### src/rtl/imem_loader_pkg.sv
// Shared types and constants for the boot-time instruction memory loader.
package imem_loader_pkg;

  typedef enum logic [2:0] {
    SYNC  = 3'd0,
    LEN   = 3'd1,
    DATA  = 3'd2,
    CHECK = 3'd3,
    DONE  = 3'd4,
    ERROR = 3'd5
  } state_e;

  localparam logic [7:0] SYNC_BYTE     = 8'hA5;
  localparam int         DEPTH_DEFAULT = 32;

endpackage

### src/rtl/imem_loader_word_assembler.sv
// Packs bytes MSB-first into 32-bit words; o_word/o_word_vld are valid
// combinationally on the cycle the 4th byte is presented.
module word_assembler (
  input  logic        clk,
  input  logic        reset,
  input  logic        i_clr,
  input  logic        i_vld,
  input  logic [7:0]  i_dat,
  output logic [31:0] o_word,
  output logic        o_word_vld
);

  logic [23:0] r_shift;
  logic [1:0]  r_cnt;

  always_ff @(posedge clk or posedge reset) begin
    if (reset) begin
      r_shift <= 24'd0;
      r_cnt   <= 2'd0;
    end else if (i_clr) begin
      r_shift <= 24'd0;
      r_cnt   <= 2'd0;
    end else if (i_vld) begin
      r_shift <= {r_shift[15:0], i_dat};
      r_cnt   <= r_cnt + 2'd1;
    end
  end

  assign o_word     = {r_shift, i_dat};
  assign o_word_vld = i_vld && (r_cnt == 2'd3);

endmodule

### src/rtl/imem_loader.sv
// Framed byte-stream loader: SYNC, LEN, 4*N data bytes, CSUM; writes big-endian
// words to instruction memory and releases cpu_reset only after a good frame.
module imem_loader
  import imem_loader_pkg::*;
#(
  parameter int DEPTH_WORDS = DEPTH_DEFAULT,
  parameter int ADDR_WIDTH  = 32
) (
  input  logic                  clk,
  input  logic                  reset,
  input  logic                  rx_valid,
  input  logic [7:0]            rx_data,
  output logic                  rx_ready,
  input  logic                  start,
  output logic                  imem_we,
  output logic [ADDR_WIDTH-1:0] imem_waddr,
  output logic [31:0]           imem_wdata,
  output logic                  cpu_reset,
  output logic                  done,
  output logic                  error
);

  localparam logic [31:0] LP_DEPTH = DEPTH_WORDS;

  state_e                r_state;
  logic [7:0]            r_len;
  logic [7:0]            r_widx;
  logic [7:0]            r_sum;
  logic                  r_we;
  logic [ADDR_WIDTH-1:0] r_waddr;
  logic [31:0]           r_wdata;

  logic                  w_xfer;
  logic                  w_to_len;
  logic                  w_len_bad;
  logic                  w_word_vld;
  logic [31:0]           w_word;

  assign rx_ready = (r_state == SYNC) || (r_state == LEN) ||
                    (r_state == DATA) || (r_state == CHECK);

  // start takes priority over a same-cycle handshake, so that byte is dropped.
  assign w_xfer    = rx_valid && rx_ready && !start;
  assign w_to_len  = w_xfer && (r_state == SYNC) && (rx_data == SYNC_BYTE);
  assign w_len_bad = (rx_data == 8'd0) || ({24'd0, rx_data} > LP_DEPTH);

  word_assembler u_word_assembler (
    .clk        (clk),
    .reset      (reset),
    .i_clr      (start || w_to_len),
    .i_vld      (w_xfer && (r_state == DATA)),
    .i_dat      (rx_data),
    .o_word     (w_word),
    .o_word_vld (w_word_vld)
  );

  always_ff @(posedge clk or posedge reset) begin
    if (reset) begin
      r_state <= SYNC;
      r_len   <= 8'd0;
      r_widx  <= 8'd0;
      r_sum   <= 8'd0;
      r_we    <= 1'b0;
      r_waddr <= '0;
      r_wdata <= 32'd0;
    end else begin
      r_we <= 1'b0;
      if (start) begin
        r_state <= SYNC;
      end else if (w_xfer) begin
        case (r_state)
          SYNC: begin
            if (rx_data == SYNC_BYTE) r_state <= LEN;
          end
          LEN: begin
            if (w_len_bad) begin
              r_state <= ERROR;
            end else begin
              r_len   <= rx_data;
              r_widx  <= 8'd0;
              r_sum   <= 8'd0;
              r_state <= DATA;
            end
          end
          DATA: begin
            r_sum <= r_sum + rx_data;
            if (w_word_vld) begin
              r_we    <= 1'b1;
              r_waddr <= ADDR_WIDTH'({r_widx, 2'b00});
              r_wdata <= w_word;
              r_widx  <= r_widx + 8'd1;
              if (r_widx == r_len - 8'd1) r_state <= CHECK;
            end
          end
          CHECK: begin
            r_state <= (rx_data == r_sum) ? DONE : ERROR;
          end
          default: begin
            r_state <= r_state;
          end
        endcase
      end
    end
  end

  assign imem_we    = r_we;
  assign imem_waddr = r_waddr;
  assign imem_wdata = r_wdata;
  assign done       = (r_state == DONE);
  assign error      = (r_state == ERROR);
  assign cpu_reset  = (r_state != DONE);

endmodule
### config.mk
export PLATFORM = sky130hd
export DESIGN_NAME = imem_loader
export DESIGN_NICKNAME = d
export VERILOG_FILES = /design/src/rtl/imem_loader_pkg.sv /design/src/rtl/imem_loader_word_assembler.sv /design/src/rtl/imem_loader.sv
export SDC_FILE = /design/constraint.sdc
export NUM_CORES = 1
export LEC_CHECK = 0
export CAP_MARGIN = 10
export CORE_UTILIZATION = 57
export CTS_CLUSTER_DIAMETER = 120
export DETAILED_ROUTE_END_ITERATION = 10
export PLACE_DENSITY_LB_ADDON = 0.1
export SYNTH_ARGS = -nofsm -noshare
export SYNTH_HDL_FRONTEND = slang
export SYNTH_SLANG_ARGS = --single-unit
### constraint.sdc
create_clock -name clk -period 7.55 [get_ports clk]
set_input_delay 1.51 -clock clk [delete_from_list [all_inputs] [get_ports clk]]
set_output_delay 1.51 -clock clk [all_outputs]
set_load 0.02 [all_outputs]
==> out/summary.txt <==
Slowest CP cell -> inv_2
Drt pass-1 iters -> 4
Status -> finished clean
Clk root buf -> clkbuf_8
GPL Wtd Cong -> 0.821
Pwr dens -> 180 nW/um^2
Sink Count -> 94
WL final -> 9100 microns
Setup TNS -> 0 ns
Resize count post-CTS -> 0
Worst Path Arrival -> 4.55 ns
DRT antenna net count -> 0
First-pass GRT wire length -> 15500 microns
Clock Power Share -> 40.2%
Top Ports -> 81
Max-cap violations -> 0
Clock buffer depth -> 2
Slew headroom -> 34.0%
Number of enable flip-flop cells after synthesis -> 0
H-tree level count -> 3
Post-synth top area share -> 52.4%
Final setup vio count -> 0
Tcrit/Tclk final -> 56.9%
Post-DP HPWL -> 6250 microns
Post-synthesis sequential area ratio -> 52.4%
Die ar. -> 8240 sq um
Placed Instance Area -> 5010 sq um
Routed WL per cell -> 14.7 microns
Fillers -> 643
Reg-to-reg slack, setup -> 4.32 ns
Fmax -> 0.233 GHz
# rows -> 32
Cell breakdown of the critical path -> clkdlybuf4s50_1, or3b_4, nor2_8, nand2_2, inv_2, mux2_2
Tightest Pin Transition -> 0.990 ns
Nets -> 535
Core box area -> 7690 sq um
CTS tree -> done
RSZ-0062 raised after global routing -> false
Largest area contributor in the netlist -> dfrtp_1
Critical Path Max Stage Delay -> 0.67 ns
Clock buffer count from CTS -> 9
Multi-input combinational cell area -> 1930 sq um
Area growth syn-to-layout -> 16.7%
Compound-Gate Fraction of Synth Area -> 8.86%
XOR/XNOR Fraction of Synth Area -> 3.51%
Layout cells sized above 1 -> 8.90%
Avg Cell Area, Syn -> 9.68 sq um
Worst VDD drop -> 0.000106 V
Worst Setup End Kind -> flip-flop
Main combinational cell family by area after synthesis -> simple AND/OR/NAND/NOR gates
Startpoint types -> primary input
Final Hold Violating Endpoints -> 0
GRT overflow -> 0
GRT Total Usage -> 24.0%
Drt first-iter violations -> 273
I/O Buffers -> 56
Critical path peak fanout -> 39
Setup CP Type -> primary input to flip-flop
Psw -> 0.230 mW
Post-synthesis share of cell area spent on full adders, half adders and majority gates -> 3.23%
Unique masters post-synth -> 46
Via count -> 3316
Postcts setup bufs -> 0
WP data required -> 7.80 ns
Cell Area, Synth -> 4490 sq um
Power Internal -> 0.713 mW
Synth area leaders -> dfrtp_1, nand2_1, mux2_2, buf_4, a21oi_1
Worst clock skew -> 0.0157 ns
Flop pwr share -> 53.7%
Post-route DRC -> 0
Post-synthesis register bit count -> 94
Antenna cell count -> 0
Sequential Area -> 2350 sq um
Post-synthesis mux area share -> 5.43%
Die height -> 90.8 microns
Post-synth ARST share -> 100%
Logic pwr share -> 6.0%
Largest net degree at the start of global routing -> 55
Die outline width -> 90.8 microns
Leakage -> 2.49 nW
Post-Syn Instances -> 464
CTS clk-pin slew, worst paths -> 0.10 ns
Initial antenna violation count -> 0
Vias per inst -> 5.36
Post-Synth Simple-Gate Area -> 19.9%
Top_reg_cell synth -> dfrtp_1
Worst hold path class -> flip-flop to flip-flop
Clock Latency Late Sink -> 0.36 ns
Initial Utilization -> 58.4%
Final instance area -> 5240 sq um
Post-CTS Hold Fix Bufs -> 0
Synth warn -> 0
Number of global-route vias before repair -> 3183
Sw Ratio -> 24.4%
Slew Limit Fails -> 0
Fin crit period -> 4.30 ns
[final cells by class]
| class | instances | area share, % |
|---|---|---|
| flip-flops and latches | 94 | 44.9 |
| multi-input cells | 341 | 36.8 |
| repair buffers | 57 | 10.8 |
| well taps | 102 | 2.43 |
| clock buffers | 9 | 2.36 |
| clock inverters | 7 | 2.05 |
| inverters | 9 | 0.668 |
[synthesized netlist by cell type, types with 2 or more instances]
library cell / instances
nand2_1: 135
dfrtp_1: 94
a21oi_1: 38
buf_4: 26
mux2_2: 19
nor2_1: 17
xnor2_1: 11
ha_1: 10
a31oi_1: 9
clkbuf_1: 9
inv_1: 8
a22o_1: 7
nand3_1: 7
xor2_1: 7
nor3_1: 6
buf_1: 5
nand2b_1: 5
nor2b_1: 5
o21ai_0: 5
and3_1: 4
or3_1: 4
buf_2: 3
mux2i_1: 3
nor4_1: 3
nand4_1: 2
o211ai_1: 2
[worst paths after layout]
kind | startpoint | to | cells past startpoint
setup / recovery | start | imem_wdata[1] | 6
hold reg to reg | u_word_assembler.r_shift[21] | imem_wdata[29] | 2
hold / removal | u_word_assembler.r_shift[21] | imem_wdata[29] | 2
setup reg to reg | r_state[2] | imem_wdata[1] | 5
max in group asynchronous | reset | imem_wdata[3] | 3
min in group asynchronous | reset | imem_wdata[20] | 2
[per-layer routing]
metal	track usage [%]	wire [microns]
met1	34.7	4320
met2	37.1	4240
met3	4.12	402
met4	7.94	129
met5	0	0
[power by group through the flow]
stage	clock network [mW]	registers (mW)	logic, mW
2_1_floorplan	0	0.516	0.0484
3_3_place_gp	0	0.517	0.0557
3_5_place_dp	0	0.517	0.0573
4_1_cts	0.387	0.507	0.0575
5_1_grt	0.409	0.507	0.0631
6_report	0.379	0.507	0.0570
[cell usage in the layout, fill, tap and decap left out, types with 9 or more instances in the layout]
| cell type | count |
|---|---|
| ha_1 | 10 |
| mux2_2 | 19 |
| nor2_1 | 17 |
| a31oi_1 | 9 |
| dfrtp_1 | 94 |
| nand2_1 | 135 |
| a21oi_1 | 38 |
| xnor2_1 | 11 |
| clkbuf_8 | 9 |
| clkdlybuf4s50_1 | 56 |
| conb_1 | 24 |
[worst max-delay path, delay by kind of cell]
| kind | cells | cell delay, ns |
|---|---|---|
| buf+inv | 2 | 1.14 |
| mux | 1 | 0.41 |
| simple gates | 3 | 1.45 |
[stage by stage]
step | hold slack (ns) | utilization (%) | std cells | power [mW] | worst slack [ns]
after detailed placement | 0.461 | 65.2 | 603 | 0.574 | 2.82
after floorplan | 0.439 | - | 487 | 0.565 | 3.59
final | 0.479 | 68.2 | 619 | 0.943 | 3.25
after CTS | 0.487 | 68.2 | 619 | 0.951 | 3.22
after global placement | 0.451 | 65.2 | 603 | 0.573 | 2.91
after global routing | 0.503 | 68.2 | 619 | 0.980 | 3.03
[cells by family after synthesis]
group | count (synthesis)
adders and majority gates | 11
AOI/OAI and AO/OA | 67
and+or+nand+nor | 199
muxes | 22
xor gates and xnor gates | 18
DFF | 94
other | 1
buffers and inverters | 52
[sequential cells by signal, summed over array words and instances, names as in the netlist]
signal / cells
r_widx: 8
imem_waddr: 8
r_len: 8
r_state: 3
imem_we: 1
u_word_assembler.r_cnt: 2
r_sum: 8
imem_wdata: 32
u_word_assembler.r_shift: 24
No activity file was read; power rests on OpenSTA's default activity.
